--- config.mk ---
export PLATFORM = sky130hd
export DESIGN_NAME = zacore_mem_arbiter_flat
export DESIGN_NICKNAME = d
export VERILOG_FILES = /design/src/rtl/zacore_pkg.sv /design/src/rtl/zacore_mem_arbiter_if.sv /design/src/rtl/zacore_mem_arb_timeout.sv /design/src/rtl/zacore_mem_arbiter.sv /design/src/flat_wrapper.sv
export SDC_FILE = /design/constraint.sdc
export NUM_CORES = 1
export LEC_CHECK = 0
export CORE_UTILIZATION = 40
export CTS_BUF_LIST = sky130_fd_sc_hd__clkbuf_16
export DETAILED_ROUTE_END_ITERATION = 8
export PLACE_DENSITY = 0.86
export SLEW_MARGIN = 20
export SYNTH_ARGS = -nofsm -noshare
export SYNTH_HDL_FRONTEND = slang
export SYNTH_SLANG_ARGS = --single-unit
export TNS_END_PERCENT = 30
--- constraint.sdc ---
create_clock -name i_clk -period 1.9 [get_ports i_clk]
set_input_delay 0.38 -clock i_clk [delete_from_list [all_inputs] [get_ports i_clk]]
set_output_delay 0.38 -clock i_clk [all_outputs]
set_load 0.01 [all_outputs]
--- src/rtl/zacore_pkg.sv ---
// ============================================================================
// Module : zacore_pkg
// Brief  : Shared types and constants for the zacore memory arbiter.
// Rev    : 1.0 - initial release
// ============================================================================
`default_nettype none

package zacore_pkg;

    typedef enum logic [1:0] {
        IDLE = 2'd0,
        BUSY = 2'd1,
        RESP = 2'd2
    } arb_state_t;

    typedef enum logic {
        FETCH = 1'b0,
        DATA  = 1'b1
    } requester_t;

    localparam logic [31:0] ZACORE_BUS_ERR_DATA = 32'hDEADBEEF;

endpackage

`default_nettype wire

--- src/rtl/zacore_mem_arbiter_if.sv ---
// ============================================================================
// Module : zacore_mem_arbiter_if
// Brief  : Core request/response and shared memory port bundle. The slave
//          modport is the arbiter's view; master is the core/memory side.
// Rev    : 1.0 - initial release
// ============================================================================
`default_nettype none

interface zacore_mem_arbiter_if;
    logic        i_fetch_req;
    logic [31:0] i_fetch_addr;
    logic        o_fetch_ack;
    logic [31:0] o_inst_read;
    logic        i_read_req;
    logic        i_write_req;
    logic [31:0] i_data_addr;
    logic [31:0] i_data_write;
    logic [3:0]  i_data_write_mask;
    logic        o_read_ack;
    logic        o_write_ack;
    logic [31:0] o_data_read;
    logic        o_mem_req;
    logic        o_mem_we;
    logic [31:0] o_mem_addr;
    logic [31:0] o_mem_wdata;
    logic [3:0]  o_mem_wmask;
    logic        i_mem_ack;
    logic [31:0] i_mem_rdata;
    logic        o_bus_err;

    modport slave (
        input  i_fetch_req, i_fetch_addr, i_read_req, i_write_req,
        input  i_data_addr, i_data_write, i_data_write_mask,
        input  i_mem_ack, i_mem_rdata,
        output o_fetch_ack, o_inst_read, o_read_ack, o_write_ack, o_data_read,
        output o_mem_req, o_mem_we, o_mem_addr, o_mem_wdata, o_mem_wmask,
        output o_bus_err
    );

    modport master (
        output i_fetch_req, i_fetch_addr, i_read_req, i_write_req,
        output i_data_addr, i_data_write, i_data_write_mask,
        output i_mem_ack, i_mem_rdata,
        input  o_fetch_ack, o_inst_read, o_read_ack, o_write_ack, o_data_read,
        input  o_mem_req, o_mem_we, o_mem_addr, o_mem_wdata, o_mem_wmask,
        input  o_bus_err
    );
endinterface

`default_nettype wire

--- src/rtl/zacore_mem_arb_timeout.sv ---
// ============================================================================
// Module : zacore_mem_arb_timeout
// Brief  : BUSY-phase watchdog; compiled only with ZACORE_ARB_TIMEOUT_EN.
// Rev    : 1.0 - initial release
// ============================================================================
`default_nettype none

`ifdef ZACORE_ARB_TIMEOUT_EN
module zacore_mem_arb_timeout #(
    parameter int unsigned TIMEOUT_CYCLES = 1024
) (
    input  wire logic i_clk,
    input  wire logic i_rst,
    input  wire logic i_start,
    input  wire logic i_busy,
    input  wire logic i_mem_ack,
    output logic      o_timeout
);
    localparam logic [15:0] c_timeout_limit = 16'(TIMEOUT_CYCLES - 1);

    logic [15:0] count_q;
    logic [15:0] count_d;

    always_comb begin
        count_d = count_q;
        if (i_start) begin
            count_d = 16'd0;
        end else if (i_busy && !i_mem_ack) begin
            count_d = count_q + 16'd1;
        end
    end

    always_ff @(posedge i_clk) begin
        if (i_rst) begin
            count_q <= 16'd0;
        end else begin
            count_q <= count_d;
        end
    end

    // Fires during the TIMEOUT_CYCLES-th BUSY cycle; a same-cycle ack wins.
    assign o_timeout = i_busy && !i_mem_ack && (count_q == c_timeout_limit);
endmodule
`endif

`default_nettype wire

--- src/rtl/zacore_mem_arbiter.sv ---
// ============================================================================
// Module : zacore_mem_arbiter
// Brief  : Round-robin fetch/data arbiter onto one registered memory port.
//          Optional BUSY timeout abort enabled by macro ZACORE_ARB_TIMEOUT_EN.
// Rev    : 1.0 - initial release
// ============================================================================
`default_nettype none

module zacore_mem_arbiter
    import zacore_pkg::*;
#(
    parameter int unsigned TIMEOUT_CYCLES = 1024
) (
    input  wire logic            i_clk,
    input  wire logic            i_rst,
    zacore_mem_arbiter_if.slave  bus
);
    if (TIMEOUT_CYCLES < 2 || TIMEOUT_CYCLES > 65535) begin : g_bad_timeout
        $error("TIMEOUT_CYCLES must be within 2..65535");
    end

    arb_state_t  state_q, state_d;
    requester_t  gnt_q, gnt_d;
    requester_t  rr_last_q, rr_last_d;
    requester_t  w_sel;
    logic        mem_req_q, mem_req_d;
    logic        mem_we_q, mem_we_d;
    logic [31:0] mem_addr_q, mem_addr_d;
    logic [31:0] mem_wdata_q, mem_wdata_d;
    logic [3:0]  mem_wmask_q, mem_wmask_d;
    logic        fetch_ack_q, fetch_ack_d;
    logic        read_ack_q, read_ack_d;
    logic        write_ack_q, write_ack_d;
    logic        bus_err_q, bus_err_d;
    logic [31:0] inst_read_q, inst_read_d;
    logic [31:0] data_read_q, data_read_d;
    logic        w_fetch_pend;
    logic        w_data_pend;
    logic        w_start;
    logic        w_timeout;
    logic        w_done;
    logic [31:0] w_rdata;

    assign w_fetch_pend = bus.i_fetch_req;
    assign w_data_pend  = bus.i_read_req | bus.i_write_req;
    assign w_done       = bus.i_mem_ack | w_timeout;
    assign w_rdata      = bus.i_mem_ack ? bus.i_mem_rdata : ZACORE_BUS_ERR_DATA;

`ifdef ZACORE_ARB_TIMEOUT_EN
    zacore_mem_arb_timeout #(
        .TIMEOUT_CYCLES (TIMEOUT_CYCLES)
    ) u_timeout (
        .i_clk     (i_clk),
        .i_rst     (i_rst),
        .i_start   (w_start),
        .i_busy    (state_q == BUSY),
        .i_mem_ack (bus.i_mem_ack),
        .o_timeout (w_timeout)
    );
`else
    assign w_timeout = 1'b0;
`endif

    always_comb begin
        state_d     = state_q;
        gnt_d       = gnt_q;
        rr_last_d   = rr_last_q;
        mem_req_d   = mem_req_q;
        mem_we_d    = mem_we_q;
        mem_addr_d  = mem_addr_q;
        mem_wdata_d = mem_wdata_q;
        mem_wmask_d = mem_wmask_q;
        fetch_ack_d = 1'b0;
        read_ack_d  = 1'b0;
        write_ack_d = 1'b0;
        bus_err_d   = 1'b0;
        inst_read_d = inst_read_q;
        data_read_d = data_read_q;
        w_start     = 1'b0;
        // The pointer only remembers the winner of a contested arbitration.
        w_sel       = (w_fetch_pend && (!w_data_pend || rr_last_q == DATA)) ? FETCH : DATA;

        case (state_q)
            IDLE: begin
                if (w_fetch_pend || w_data_pend) begin
                    w_start   = 1'b1;
                    state_d   = BUSY;
                    gnt_d     = w_sel;
                    mem_req_d = 1'b1;
                    if (w_fetch_pend && w_data_pend) begin
                        rr_last_d = w_sel;
                    end
                    if (w_sel == FETCH) begin
                        mem_addr_d  = bus.i_fetch_addr;
                        mem_we_d    = 1'b0;
                        mem_wmask_d = 4'h0;
                    end else begin
                        mem_addr_d  = bus.i_data_addr;
                        mem_we_d    = bus.i_write_req;
                        mem_wmask_d = bus.i_write_req ? bus.i_data_write_mask : 4'h0;
                        if (bus.i_write_req) begin
                            mem_wdata_d = bus.i_data_write;
                        end
                    end
                end
            end
            BUSY: begin
                if (w_done) begin
                    state_d   = RESP;
                    mem_req_d = 1'b0;
                    bus_err_d = ~bus.i_mem_ack;
                    if (gnt_q == FETCH) begin
                        fetch_ack_d = 1'b1;
                        inst_read_d = w_rdata;
                    end else if (mem_we_q) begin
                        write_ack_d = 1'b1;
                    end else begin
                        read_ack_d  = 1'b1;
                        data_read_d = w_rdata;
                    end
                end
            end
            RESP:    state_d = IDLE;
            default: state_d = IDLE;
        endcase
    end

    always_ff @(posedge i_clk) begin
        if (i_rst) begin
            state_q     <= IDLE;
            gnt_q       <= FETCH;
            rr_last_q   <= DATA;
            mem_req_q   <= 1'b0;
            mem_we_q    <= 1'b0;
            mem_addr_q  <= 32'h0;
            mem_wdata_q <= 32'h0;
            mem_wmask_q <= 4'h0;
            fetch_ack_q <= 1'b0;
            read_ack_q  <= 1'b0;
            write_ack_q <= 1'b0;
            bus_err_q   <= 1'b0;
            inst_read_q <= 32'h0;
            data_read_q <= 32'h0;
        end else begin
            state_q     <= state_d;
            gnt_q       <= gnt_d;
            rr_last_q   <= rr_last_d;
            mem_req_q   <= mem_req_d;
            mem_we_q    <= mem_we_d;
            mem_addr_q  <= mem_addr_d;
            mem_wdata_q <= mem_wdata_d;
            mem_wmask_q <= mem_wmask_d;
            fetch_ack_q <= fetch_ack_d;
            read_ack_q  <= read_ack_d;
            write_ack_q <= write_ack_d;
            bus_err_q   <= bus_err_d;
            inst_read_q <= inst_read_d;
            data_read_q <= data_read_d;
        end
    end

    assign bus.o_mem_req   = mem_req_q;
    assign bus.o_mem_we    = mem_we_q;
    assign bus.o_mem_addr  = mem_addr_q;
    assign bus.o_mem_wdata = mem_wdata_q;
    assign bus.o_mem_wmask = mem_wmask_q;
    assign bus.o_fetch_ack = fetch_ack_q;
    assign bus.o_read_ack  = read_ack_q;
    assign bus.o_write_ack = write_ack_q;
    assign bus.o_bus_err   = bus_err_q;
    assign bus.o_inst_read = inst_read_q;
    assign bus.o_data_read = data_read_q;
endmodule

`default_nettype wire

--- src/flat_wrapper.sv ---
// flat-port wrapper written by rule: the top's interface ports become plain ports
module zacore_mem_arbiter_flat import zacore_pkg::*;
#(
    parameter int unsigned TIMEOUT_CYCLES = 1024
)
  (i_clk, i_rst, bus_i_fetch_req, bus_i_fetch_addr, bus_i_read_req, bus_i_write_req, bus_i_data_addr, bus_i_data_write, bus_i_data_write_mask, bus_i_mem_ack, bus_i_mem_rdata, bus_o_fetch_ack, bus_o_inst_read, bus_o_read_ack, bus_o_write_ack, bus_o_data_read, bus_o_mem_req, bus_o_mem_we, bus_o_mem_addr, bus_o_mem_wdata, bus_o_mem_wmask, bus_o_bus_err);
  zacore_mem_arbiter_if bus_i ();
  input  wire logic i_clk;
  input  wire logic i_rst;
  input wire logic [$bits(bus_i.i_fetch_req)-1:0] bus_i_fetch_req;
  input wire logic [$bits(bus_i.i_fetch_addr)-1:0] bus_i_fetch_addr;
  input wire logic [$bits(bus_i.i_read_req)-1:0] bus_i_read_req;
  input wire logic [$bits(bus_i.i_write_req)-1:0] bus_i_write_req;
  input wire logic [$bits(bus_i.i_data_addr)-1:0] bus_i_data_addr;
  input wire logic [$bits(bus_i.i_data_write)-1:0] bus_i_data_write;
  input wire logic [$bits(bus_i.i_data_write_mask)-1:0] bus_i_data_write_mask;
  input wire logic [$bits(bus_i.i_mem_ack)-1:0] bus_i_mem_ack;
  input wire logic [$bits(bus_i.i_mem_rdata)-1:0] bus_i_mem_rdata;
  output wire logic [$bits(bus_i.o_fetch_ack)-1:0] bus_o_fetch_ack;
  output wire logic [$bits(bus_i.o_inst_read)-1:0] bus_o_inst_read;
  output wire logic [$bits(bus_i.o_read_ack)-1:0] bus_o_read_ack;
  output wire logic [$bits(bus_i.o_write_ack)-1:0] bus_o_write_ack;
  output wire logic [$bits(bus_i.o_data_read)-1:0] bus_o_data_read;
  output wire logic [$bits(bus_i.o_mem_req)-1:0] bus_o_mem_req;
  output wire logic [$bits(bus_i.o_mem_we)-1:0] bus_o_mem_we;
  output wire logic [$bits(bus_i.o_mem_addr)-1:0] bus_o_mem_addr;
  output wire logic [$bits(bus_i.o_mem_wdata)-1:0] bus_o_mem_wdata;
  output wire logic [$bits(bus_i.o_mem_wmask)-1:0] bus_o_mem_wmask;
  output wire logic [$bits(bus_i.o_bus_err)-1:0] bus_o_bus_err;
  assign bus_i.i_fetch_req = bus_i_fetch_req;
  assign bus_i.i_fetch_addr = bus_i_fetch_addr;
  assign bus_i.i_read_req = bus_i_read_req;
  assign bus_i.i_write_req = bus_i_write_req;
  assign bus_i.i_data_addr = bus_i_data_addr;
  assign bus_i.i_data_write = bus_i_data_write;
  assign bus_i.i_data_write_mask = bus_i_data_write_mask;
  assign bus_i.i_mem_ack = bus_i_mem_ack;
  assign bus_i.i_mem_rdata = bus_i_mem_rdata;
  assign bus_o_fetch_ack = bus_i.o_fetch_ack;
  assign bus_o_inst_read = bus_i.o_inst_read;
  assign bus_o_read_ack = bus_i.o_read_ack;
  assign bus_o_write_ack = bus_i.o_write_ack;
  assign bus_o_data_read = bus_i.o_data_read;
  assign bus_o_mem_req = bus_i.o_mem_req;
  assign bus_o_mem_we = bus_i.o_mem_we;
  assign bus_o_mem_addr = bus_i.o_mem_addr;
  assign bus_o_mem_wdata = bus_i.o_mem_wdata;
  assign bus_o_mem_wmask = bus_i.o_mem_wmask;
  assign bus_o_bus_err = bus_i.o_bus_err;
  zacore_mem_arbiter #(.TIMEOUT_CYCLES(TIMEOUT_CYCLES)) u_core (.i_clk(i_clk), .i_rst(i_rst), .bus(bus_i));
endmodule
==> results of run 1 <==
path summary, 6_finish.rpt:
check | endpoint | depth (start not counted) | from
setup / recovery | bus_o_mem_we | 1 | u_core.bus.o_mem_we
setup reg to reg | u_core.bus.o_mem_addr[5] | 3 | u_core.state_q[0]
hold / removal | u_core.bus.o_inst_read[21] | 2 | i_rst
hold reg to reg | u_core.bus.o_inst_read[15] | 2 | u_core.bus.o_inst_read[15]
layer usage:
metal	up-vias	GRT usage	wire, um
met5	-	0	0
met4	0	0.115	493
met3	39	0.0724	1670
met2	332	0.415	9120
met1	2912	0.297	7440
li1	2955	-	-
cell families (layout without fill, tap and decap cells):
family	count (synthesis)	in the layout	synth area share
AOI/OAI and AO/OA	276	276	0.270
and+or+nand+nor	185	185	0.157
DFF	142	142	0.500
buffers and inverters	80	340	0.0718
other	1	1	0.000660
state kept, by name, summed over array words and instances (netlist names):
signal / cells
u_core.bus.o_mem_wdata: 32
u_core.bus.o_mem_addr: 32
u_core.state_q: 2
u_core.rr_last_q: 1
u_core.bus.o_bus_err: 1
u_core.bus.o_mem_req: 1
u_core.gnt_q: 1
u_core.bus.o_inst_read: 32
u_core.bus.o_mem_wmask: 4
u_core.bus.o_read_ack: 1
u_core.bus.o_mem_we: 1
u_core.bus.o_data_read: 32
u_core.bus.o_write_ack: 1
u_core.bus.o_fetch_ack: 1
placed cells by master (no fill, tap or decap):
master / count
a21oi_1: 136
or3_1: 1
o21ba_2: 1
and3b_1: 1
inv_1: 5
buf_12: 13
inv_6: 1
nand3_1: 99
nor2_2: 1
nor2_1: 2
nor2_4: 1
nor2b_2: 1
nand2_1: 67
or3b_1: 1
or2_1: 1
a311oi_1: 33
conb_1: 1
nor4bb_4: 1
buf_4: 19
a211oi_4: 1
dfxtp_1: 142
nor3_1: 2
or3b_2: 1
o21ai_1: 67
clkdlybuf4s50_1: 274
nor3_4: 1
nand2b_1: 1
a211o_1: 1
clkinvlp_4: 2
nand4bb_1: 1
and3_1: 1
clkinv_2: 7
nand3b_1: 1
clkbuf_16: 17
o21bai_2: 1
bufinv_16: 2
o21ai_0: 36
nand3_2: 1
report_power, final:
| part | switching [W] | total [W] | internal [W] |
|---|---|---|---|
| sequential | 0.000111 | 0.00328 | 0.00317 |
| combinational | 0.000770 | 0.00161 | 0.000837 |
| clock | 0.00123 | 0.00314 | 0.00190 |
| total | 0.00212 | 0.00802 | 0.00591 |
per-stage QoR:
stage / instances / utilization / setup WS (ns) / power (W) / setup TNS (ns)
2_1_floorplan: 684 / - / 0.436 / 0.00405 / 0
4_1_cts: 1124 / 0.665 / 0.0632 / 0.00808 / 0
3_3_place_gp: 1092 / 0.625 / -0.141 / 0.00492 / -5.12
5_1_grt: 1124 / 0.665 / 0.0411 / 0.00835 / 0
6_report: 1124 / 0.665 / 0.0895 / 0.00802 / 0
3_5_place_dp: 1092 / 0.625 / -0.186 / 0.00494 / -6.43
layout make-up:
cell class	count	area, um^2
fillers	1117	4650
clock inverters	15	130
repair buffers	306	3150
inverters	2	7.51
well taps	180	225
flip-flops and latches	142	2840
clock buffers	17	425
multi-input cells	462	2450
==> metrics.txt, run 1 <==
outcome completed; 1st-iter DRT viols 530; drt drc 0; GRT Util Overall 0.250; Clock Skew roughly 0.0089 ns; RSZ-0062 raised after global routing false; IO buf count approximately 280; clock-pin slew reported for the worst setup and hold paths after clock tree synthesis ~0.060 ns; row cnt 43; Routed Antenna Nets 0; DIE WIDTH 121 um; FMAX roughly 550 MHz; WP buf/inv 1; Vias approximately 6,200; root buf cell clkbuf_16; normalized max-slew margin 0.493; largest cells by area after synthesis dfxtp_1, a21oi_1, nand3_1, o21ai_1, a311oi_1; register area share after synthesis 0.500; post-route cell area about 0.009 mm^2; crit-path cells clkdlybuf4s50_1; Post-synth EDFFs 0; delay of the slowest critical-path stage 0.61 ns; post-synthesis register bit count roughly 140; cts bufs inserted 17; n_diodes 0; Cells after Synth 684; CTS tree yes; core area around 0.014 mm^2; hold_buf cts 0; WS Path Type reg -> out; H-tree Lvls 4; PD cells between 800 and 900 mW/mm^2; GPL Wtd Cong 0.816; NumNets Final around 1,100; Final Max Slew Viols 0; worst-path cell with the longest stage delay clkdlybuf4s50_1; Worst-Skew Late Latency 0.41 ns; dpl hpwl approximately 12 mm; Tmin final about 1.8 ns; WP data arrival around 1.4 ns; Setup crit end kind primary output; 1st-pass router iterations 5; Synth Warn # 0; Worst Tran Pin Value about 0.76 ns; global-route wire length before repair roughly 29 mm; top cell type's share of synthesized area 0.500; # setup viols final 0; remaining global-route overflow 0; final worst-path cycle share 0.953; io pins between 200 and 300; hold_ws 0.437 ns; fraction of layout cells with a size suffix above 1 0.0752; CP top delay family buffers and inverters; Top FF cell, synth dfxtp_1; overall routed net length around 19 mm; CTS Sinks about 140; Post-synth top cells dfxtp_1, a21oi_1, nand3_1, nand2_1, o21ai_1; Startpoint Class flop; Pleak 3.20 nW; number of global-route vias before repair approximately 5,800; DIE HEIGHT roughly 120 um; vias per inst about 5.5; syn avg cell area approximately 8.3 um^2; Area Growth Syn to Fin 62.3%; most frequent cell after synthesis dfxtp_1; PostCTS Resize Cnt 0; class of the worst hold path in -> reg; Synth Cell Area ~0.0057 mm^2; Worst EP required between 1.5 and 2 ns; Bufs on Longest Clock Path 2; pin count of the biggest net entering global routing 64; syn nets 822; Starting Density 0.410; Yosys top cell by area dfxtp_1; max_cap viols 0; Post CTS Setup Buffer Count 0; antenna violations before repair 0; Worst R2R Setup Slack ~0.3 ns; post-DR wirelength/cell roughly 17 um; Synth cell types 35; Worst Path Max Fanout 5; die footprint between 0.01 and 0.015 mm^2; peak supply drop roughly 0.59 mV; Hold Vio Cnt, Final 0; DP Area 0.00867 mm^2; async set or reset register ratio after synthesis 0
(Power assumes the default switching activity.)
==> run 2: changes to the inputs <==
--- a/config.mk
+++ b/config.mk
@@ -8,6 +8,7 @@
 export CORE_UTILIZATION = 40
 export CTS_BUF_LIST = sky130_fd_sc_hd__clkbuf_16
 export DETAILED_ROUTE_END_ITERATION = 8
+export HOLD_SLACK_MARGIN = 0.03
 export PLACE_DENSITY = 0.86
 export SLEW_MARGIN = 20
 export SYNTH_ARGS = -nofsm -noshare
==> results of run 2 <==
Same layout as run 1: the final DEF is identical, and so are final timing and power.
